==> src/rtl/ahb_lite_pkg.sv <==
// Shared AHB-Lite codes, initiator state encoding and alignment helper.
// Alignment checking is compiled in with AHB_INIT_ALIGN_CHECK_EN.
package ahb_lite_pkg;

  typedef enum logic [1:0] {
    HTRANS_IDLE   = 2'b00,
    HTRANS_BUSY   = 2'b01,
    HTRANS_NONSEQ = 2'b10,
    HTRANS_SEQ    = 2'b11
  } htrans_e;

  localparam logic [2:0] HSIZE_BYTE = 3'd0;
  localparam logic [2:0] HSIZE_HALF = 3'd1;
  localparam logic [2:0] HSIZE_WORD = 3'd2;

  localparam logic [2:0] HBURST_SINGLE = 3'b000;
  localparam logic [3:0] HPROT_DEFAULT = 4'b0011;

  typedef enum logic [1:0] {
    ST_IDLE,
    ST_ADDR,
    ST_DATA,
    ST_RESP
  } init_state_e;

  function automatic logic misaligned(
    input logic [1:0] a,
    input logic [2:0] sz
  );
    logic bad;
    bad = 1'b0;
    unique case (1'b1)
      (sz == HSIZE_BYTE): bad = 1'b0;
      (sz == HSIZE_HALF): bad = a[0];
      (sz == HSIZE_WORD): bad = |a;
      default:            bad = 1'b1;
    endcase
    return bad;
  endfunction

endpackage

==> src/rtl/ahb_lite_initiator_if.sv <==
// AHB-Lite bus between one initiator and its slave/interconnect.
// Alignment checking is compiled in with AHB_INIT_ALIGN_CHECK_EN.
interface ahb_lite_initiator_if #(
  parameter int ADDR_W = 32,
  parameter int DATA_W = 32
);

  logic [ADDR_W-1:0] HADDR;
  logic [1:0]        HTRANS;
  logic              HWRITE;
  logic [2:0]        HSIZE;
  logic [2:0]        HBURST;
  logic [3:0]        HPROT;
  logic              HMASTLOCK;
  logic [DATA_W-1:0] HWDATA;
  logic              HREADY;
  logic              HRESP;
  logic [DATA_W-1:0] HRDATA;

  modport master (
    output HADDR, HTRANS, HWRITE, HSIZE,
    output HBURST, HPROT, HMASTLOCK, HWDATA,
    input  HREADY, HRESP, HRDATA
  );

  modport slave (
    input  HADDR, HTRANS, HWRITE, HSIZE,
    input  HBURST, HPROT, HMASTLOCK, HWDATA,
    output HREADY, HRESP, HRDATA
  );

endinterface

==> src/rtl/ahb_lite_initiator.sv <==
// Single-outstanding AHB-Lite initiator: command in, one SINGLE transfer, response out.
// Define AHB_INIT_ALIGN_CHECK_EN to reject misaligned or oversized commands locally.
module ahb_lite_initiator
  import ahb_lite_pkg::*;
#(
  parameter int ADDR_W = 32,
  parameter int DATA_W = 32
) (
  input  logic              HCLK,
  input  logic              HRESETn,
  input  logic              cmd_valid,
  output logic              cmd_ready,
  input  logic              cmd_write,
  input  logic [ADDR_W-1:0] cmd_addr,
  input  logic [2:0]        cmd_size,
  input  logic [DATA_W-1:0] cmd_wdata,
  output logic              rsp_valid,
  input  logic              rsp_ready,
  output logic [DATA_W-1:0] rsp_rdata,
  output logic              rsp_err,
  ahb_lite_initiator_if.master bus
);

  init_state_e       state;
  logic [1:0]        htrans_q;
  logic [ADDR_W-1:0] haddr_q;
  logic              hwrite_q;
  logic [2:0]        hsize_q;
  logic [2:0]        hburst_q;
  logic [3:0]        hprot_q;
  logic [DATA_W-1:0] hwdata_q;
  logic [DATA_W-1:0] wdata_q;
  logic              reject;

`ifdef AHB_INIT_ALIGN_CHECK_EN
  assign reject = misaligned(cmd_addr[1:0], cmd_size);
`else
  assign reject = 1'b0;
`endif

  assign bus.HTRANS    = htrans_q;
  assign bus.HADDR     = haddr_q;
  assign bus.HWRITE    = hwrite_q;
  assign bus.HSIZE     = hsize_q;
  assign bus.HBURST    = hburst_q;
  assign bus.HPROT     = hprot_q;
  assign bus.HMASTLOCK = 1'b0;
  assign bus.HWDATA    = hwdata_q;

  always_ff @(posedge HCLK or negedge HRESETn) begin
    if (!HRESETn) begin
      state     <= ST_IDLE;
      cmd_ready <= 1'b0;
      rsp_valid <= 1'b0;
      rsp_err   <= 1'b0;
      rsp_rdata <= '0;
      htrans_q  <= HTRANS_IDLE;
      haddr_q   <= '0;
      hwrite_q  <= 1'b0;
      hsize_q   <= '0;
      hburst_q  <= '0;
      hprot_q   <= '0;
      hwdata_q  <= '0;
      wdata_q   <= '0;
    end else begin
      unique case (state)
        ST_IDLE: begin
          cmd_ready <= 1'b1;
          if (cmd_valid && cmd_ready) begin
            cmd_ready <= 1'b0;
            if (reject) begin
              // Rejected locally: straight to response, bus untouched
              state     <= ST_RESP;
              rsp_valid <= 1'b1;
              rsp_err   <= 1'b1;
              rsp_rdata <= '0;
            end else begin
              state    <= ST_ADDR;
              htrans_q <= HTRANS_NONSEQ;
              haddr_q  <= cmd_addr;
              hwrite_q <= cmd_write;
              hsize_q  <= cmd_size;
              hburst_q <= HBURST_SINGLE;
              hprot_q  <= HPROT_DEFAULT;
              wdata_q  <= cmd_wdata;
            end
          end
        end
        ST_ADDR: begin
          if (bus.HREADY) begin
            state    <= ST_DATA;
            htrans_q <= HTRANS_IDLE;
            if (hwrite_q) hwdata_q <= wdata_q;
          end
        end
        ST_DATA: begin
          // First ERROR cycle has HREADY=0 and simply waits here
          if (bus.HREADY) begin
            state     <= ST_RESP;
            rsp_valid <= 1'b1;
            rsp_err   <= bus.HRESP;
            rsp_rdata <= hwrite_q ? '0 : bus.HRDATA;
          end
        end
        ST_RESP: begin
          if (rsp_ready) begin
            state     <= ST_IDLE;
            rsp_valid <= 1'b0;
            cmd_ready <= 1'b1;
          end
        end
      endcase
    end
  end

endmodule
==> src/flat_wrapper.sv <==
// flat-port wrapper written by rule: the top's interface ports become plain ports
module ahb_lite_initiator_flat import ahb_lite_pkg::*;
#(
  parameter int ADDR_W = 32,
  parameter int DATA_W = 32
)
  (HCLK, HRESETn, cmd_valid, cmd_ready, cmd_write, cmd_addr, cmd_size, cmd_wdata, rsp_valid, rsp_ready, rsp_rdata, rsp_err, bus_HADDR, bus_HTRANS, bus_HWRITE, bus_HSIZE, bus_HBURST, bus_HPROT, bus_HMASTLOCK, bus_HWDATA, bus_HREADY, bus_HRESP, bus_HRDATA);
  ahb_lite_initiator_if #(.ADDR_W(ADDR_W), .DATA_W(DATA_W)) bus_i ();
  input  logic HCLK;
  input  logic HRESETn;
  input  logic cmd_valid;
  output logic cmd_ready;
  input  logic cmd_write;
  input  logic [ADDR_W-1:0] cmd_addr;
  input  logic [2:0] cmd_size;
  input  logic [DATA_W-1:0] cmd_wdata;
  output logic rsp_valid;
  input  logic rsp_ready;
  output logic [DATA_W-1:0] rsp_rdata;
  output logic rsp_err;
  output wire logic [$bits(bus_i.HADDR)-1:0] bus_HADDR;
  output wire logic [$bits(bus_i.HTRANS)-1:0] bus_HTRANS;
  output wire logic [$bits(bus_i.HWRITE)-1:0] bus_HWRITE;
  output wire logic [$bits(bus_i.HSIZE)-1:0] bus_HSIZE;
  output wire logic [$bits(bus_i.HBURST)-1:0] bus_HBURST;
  output wire logic [$bits(bus_i.HPROT)-1:0] bus_HPROT;
  output wire logic [$bits(bus_i.HMASTLOCK)-1:0] bus_HMASTLOCK;
  output wire logic [$bits(bus_i.HWDATA)-1:0] bus_HWDATA;
  input wire logic [$bits(bus_i.HREADY)-1:0] bus_HREADY;
  input wire logic [$bits(bus_i.HRESP)-1:0] bus_HRESP;
  input wire logic [$bits(bus_i.HRDATA)-1:0] bus_HRDATA;
  assign bus_HADDR = bus_i.HADDR;
  assign bus_HTRANS = bus_i.HTRANS;
  assign bus_HWRITE = bus_i.HWRITE;
  assign bus_HSIZE = bus_i.HSIZE;
  assign bus_HBURST = bus_i.HBURST;
  assign bus_HPROT = bus_i.HPROT;
  assign bus_HMASTLOCK = bus_i.HMASTLOCK;
  assign bus_HWDATA = bus_i.HWDATA;
  assign bus_i.HREADY = bus_HREADY;
  assign bus_i.HRESP = bus_HRESP;
  assign bus_i.HRDATA = bus_HRDATA;
  ahb_lite_initiator #(.ADDR_W(ADDR_W), .DATA_W(DATA_W)) u_core (.HCLK(HCLK), .HRESETn(HRESETn), .cmd_valid(cmd_valid), .cmd_ready(cmd_ready), .cmd_write(cmd_write), .cmd_addr(cmd_addr), .cmd_size(cmd_size), .cmd_wdata(cmd_wdata), .rsp_valid(rsp_valid), .rsp_ready(rsp_ready), .rsp_rdata(rsp_rdata), .rsp_err(rsp_err), .bus(bus_i));
endmodule
==> config.mk <==
export PLATFORM = sky130hd
export DESIGN_NAME = ahb_lite_initiator_flat
export DESIGN_NICKNAME = d
export VERILOG_FILES = /design/src/rtl/ahb_lite_pkg.sv /design/src/rtl/ahb_lite_initiator_if.sv /design/src/rtl/ahb_lite_initiator.sv /design/src/flat_wrapper.sv
export SDC_FILE = /design/constraint.sdc
export NUM_CORES = 1
export LEC_CHECK = 0
export BUFFER_PORTS_ARGS = -buffer_cell sky130_fd_sc_hd__buf_2
export CAP_MARGIN = 20
export CORE_ASPECT_RATIO = 1.75
export CORE_MARGIN = 2
export CORE_UTILIZATION = 35
export CTS_BUF_LIST = sky130_fd_sc_hd__clkbuf_2 sky130_fd_sc_hd__clkbuf_4 sky130_fd_sc_hd__clkbuf_8
export DETAILED_ROUTE_END_ITERATION = 16
export PLACE_DENSITY = 0.69
export SYNTH_ARGS = -nofsm -noshare
export SYNTH_HDL_FRONTEND = slang
export SYNTH_SLANG_ARGS = --single-unit
==> constraint.sdc <==
create_clock -name HCLK -period 4.15 [get_ports HCLK]
set_input_delay 0.6225 -clock HCLK [delete_from_list [all_inputs] [get_ports HCLK]]
set_output_delay 0.6225 -clock HCLK [all_outputs]
set_load 0.01 [all_outputs]
After elaboration in Yosys (flattened, before gate mapping)

Cells that the tools add are included.

Register bits after elaboration: 140
Word-level logic and storage cells: 46

Equal/unequal tests: 7
Muxes and demuxes: 15
Reduce and logical (&&, ||, !) cells: 12

Operators by type and width:

| cell                                                                   | count |
|---|---|
| 32-bit 2-to-1 mux                                                      | 1 |
| 2-bit 2-to-1 mux                                                       | 6 |
| 3-bit AND reduction                                                    | 3 |
| 2-bit case mux with 4 select lines                                     | 1 |
| 2-bit != test (second input constant)                                  | 3 |
| 2-bit AND reduction                                                    | 3 |
| 2-bit nonzero test                                                     | 3 |
| 2-bit equality test (second input constant)                            | 2 |
| 1-bit 2-to-1 mux                                                       | 4 |
| 1-bit case mux with 2 select lines                                     | 2 |
| 2-bit case mux with 2 select lines                                     | 1 |
| 4-bit AND reduction                                                    | 1 |
| 2-bit by 1-bit equality test with 1-bit output (second input constant) | 1 |
| 2-bit logical NOT                                                      | 1 |
| 2-bit by 1-bit != test with 1-bit output (second input constant)       | 1 |
| 1-bit logical AND                                                      | 1 |

Logic depth before layout (Yosys ltp)

Depth in word-level cells: 3
Depth in mapped cells: 7

Worst setup path before layout

No wires, ideal clock.

Path kind: register -> register
Start point: register u_core.state[0]
End point: register u_core.state[1]
Arrival time: 1.420 ns
Slack: 2.605 ns
Cell stages (with the launch flop): 6
Cell sequence: dfrtp_1 inv_1 ha_1 a21bo_2 o221ai_1 mux2_2

Word-level cells in the longest chain between the ends: 3

RTL lines:

| item                                                                                       | RTL line                 | source |
|---|---|---|
| from (decl)                                                                                | ahb_lite_initiator.sv:24 | `init_state_e state;` |
| from (signal assigned)                                                                     | ahb_lite_initiator.sv:52 | `state <= ST_IDLE;` |
| from (signal assigned)                                                                     | ahb_lite_initiator.sv:73 | `state <= ST_RESP;` |
| from (signal assigned)                                                                     | ahb_lite_initiator.sv:78 | `state <= ST_ADDR;` |
| 2-bit equality test (tied with other cells)                                                | ahb_lite_initiator.sv:66 | `unique case (state)` |
| 2-bit != test (no source line) or 2-bit by 1-bit != test with 1-bit output (tied branches) | n/a                      |  |
| 4-bit AND reduction (no source line)                                                       | n/a                      |  |

Parallel ways exist; a longest one is shown, timed or not.
A chain may end at the register's enable or synchronous reset.

Worst setup path in the final report

Start point: register u_core.state[0]
End point: register u_core.haddr_q[18] (netlist: u_core.bus.HADDR[18])

Word-level cells in the longest chain between the ends: 2

RTL lines:

| item                                 | RTL line                 | source |
|---|---|---|
| 2-bit logical NOT                    | ahb_lite_initiator.sv:66 |  |
| 2-bit AND reduction (no source line) | n/a                      |  |
| to (signal assigned)                 | ahb_lite_initiator.sv:80 | `haddr_q <= cmd_addr;` |
| to (decl)                            | ahb_lite_initiator.sv:26 | `logic [ADDR_W-1:0] haddr_q;` |

No other way between the ends.

==> metrics.txt <==
Overflow after GRT 0; initial antenna violation count 1; Setup-failing EPs final 0; Worst Setup SP u_core.state[0]; Die ar. 17300 um2; worst r2r dst u_core.bus.HADDR[18]; commonest non-fill, non-tap cells in the layout 210 x buf_2, 139 x dfrtp_1, 62 x mux2_2; IO Count 219; simple-gate share of the synthesized area 0.0687; Worst R2R Path Depth 4; critical path arrival 2.65 ns; setup_tns 0 ns; Post-CTS Setup Inserts 0; register area share after synthesis 0.612; status finished clean; Design Area, Final 7230 um2; post-synthesis xor/xnor area fraction 0; layout cells sized above 1 0.553; leak pwr 0.00369 uW; Worst Skew 0.0219 ns; post-synthesis mux area share 0.224; number of cells on the critical path 4; clk slew on worst S/H paths 0.10 ns; CP Capture Type flip-flop; Power Density 786 nW/um2; CTS tree built; largest net degree at the start of global routing 108; post-synthesis cell area 5680 um2; clock sink count 139; P&R area growth vs syn 27.2%; final core occ 0.455; synth top area cells dfrtp_1 61%, mux2_2 12%, mux2_4 7.9%; Max Fclk 425 MHz; Worst slew margin 0.326; cts repair resizes 0; die span in x 100 um; WL final 12500 um; worst path cell trace inv_1 > ha_1 > nand3_4 > mux2_1; DRC Markers 0; CP Launch Type flip-flop; vias per cell 4.63; RSZ-0062 raised after global routing no; Root Buffer clkbuf_8; port bufs 211; Gate Count Post-Synth 397; Cell variety after synth 28; storage element area 3480 um2; Hold Path Class in -> async; row cnt 61; slowest library cell on the worst path nand3_4; Die Y 173 um; DR WL/cell 15.5 um; antenna viol nets, final 0; vias in the first global route 4072; Synth async-reset ratio 1.00; Avg Inst Size Synth 14.3 um2; Tightest Pin Transition 1.01 ns; first-pass GRT wire length 20100 um; Worst path top cell family by delay simple AND/OR/NAND/NOR gates; fin. max-slew vios 0; # fillers 1498; critical path class reg -> reg; Core Area 15900 um2; commonest non-fill, non-tap cell in the layout buf_2; Hold Fails Final Rpt 0; Clock Path Buffers 2; Clock Latency Late Sink 0.43 ns; via count 3742; Yosys top cell area share 0.612; EDFF count, synth 0; Overall Global Routing Usage 0.148; Period Utilization, post-route 0.567; register bit count reported by yosys 139; Peak VDD IR 0.274 mV; nets 719; largest area contributor in the netlist dfrtp_1; H-tree depth 4; largest family of logic cells by synthesized area multiplexers; max_cap viols 0; Post-DP HPWL 9060 um; Synth Area in Compound Gates 0.0407; Synthesis Warnings 0; buffers and inverters on the worst path 1; Adder-Cell Fraction of Synth Area 0.0132; CP endpoint u_core.bus.HADDR[18]; gpl congestion 0.764; crit path max fanout 71; R2R Setup Slk 1.80 ns; antenna cells 0; TritonCTS Buffers 17; 1st-pass router iterations 4; Req. time, crit path 4.44 ns; placed cell area 6800 um2; reg2reg start u_core.state[0]; Most used DFF post-synth dfrtp_1; crit-path max cell delay 0.75 ns; initial core utilization 0.358; Period minus WS final 2.35 ns; Multi-input gate area 2000 um2; Initial DRC Count 82; Hold Buf Count CTS 0
==> layout make-up <==
cell class,instances,share of cell area
Sequential cell,139,0.481
Timing Repair Buffer,213,0.149
Clock inverter,14,0.0254
Tap cell,189,0.0327
Multi-Input combinational cell,232,0.276
Inverter,4,0.00208
Clock buffer,18,0.0334
==> how the worst min path moves through the flow <==
stage,cells after the start,end,slack [ns]
global route,1,u_core.wdata_q[12],0.36
CTS,1,u_core.bus.HWDATA[13],0.34
detailed placement,2,u_core.rsp_rdata[0],0.47
global placement,2,u_core.rsp_rdata[19],0.46
floorplan,0,u_core.bus.HADDR[0],0.33
finish,1,u_core.wdata_q[12],0.31
==> stage by stage <==
stage / hold slack, ns / std cells / total power (uW) / setup slack, ns
after CTS: 0.335 / 809 / 5780 / 1.73
final: 0.314 / 809 / 5680 / 1.80
after floorplan: 0.327 / 403 / 3750 / 2.61
after global routing: 0.364 / 809 / 6070 / 1.64
after detailed placement: 0.466 / 777 / 4580 / 1.74
after global placement: 0.460 / 777 / 4450 / 1.90
==> registers in the layout (all words and copies together) (netlist names) <==
register / cells
u_core.bus.HADDR: 32
u_core.bus.HTRANS: 1
u_core.bus.HWRITE: 1
u_core.bus.HSIZE: 3
u_core.cmd_ready: 1
u_core.rsp_rdata: 32
u_core.rsp_valid: 1
u_core.state: 2
u_core.bus.HPROT: 1
u_core.wdata_q: 32
u_core.rsp_err: 1
u_core.bus.HWDATA: 32
==> per-layer routing <==
metal,track usage,up-vias,part of all wire
met3,0.0368,20,0.049
met1,0.151,1843,0.36
met4,0.0616,2,0.022
met5,0,-,0.0013
met2,0.277,123,0.57
li1,-,1754,-
==> worst register-to-register path: cells and delay by family (launching register included) <==
family	cells	cell delay, ns
flip-flops	1	0.42
adder cells (fa/ha/maj)	1	0.24
multiplexers	1	0.68
buffers and inverters	1	0.14
AND/OR/NAND/NOR	1	0.75
==> logic make-up after synthesis <==
kind of cell,Yosys count
other cells,1
mux,103
fa+ha+maj,6
compound gates,41
buf+inv,32
simple gates,75
flops,139
==> report_power, final <==
| part | switching [uW] | internal, uW | leakage [uW] |
|---|---|---|---|
| combinational | 961 | 1130 | 0.00180 |
| sequential | 390 | 2030 | 0.00169 |
| clock | 560 | 616 | 0.000203 |
| total | 1910 | 3770 | 0.00369 |
==> synth_stat cells, drive strengths merged, types with 2 or more instances <==
cell,n
dfrtp,139
mux2,102
nand2b,34
nand2,33
o21ai,32
buf,24
ha,6
clkbuf,4
inv,4
nor2,4
nand3,3
a21oi,2
(Power assumes the default switching activity.)
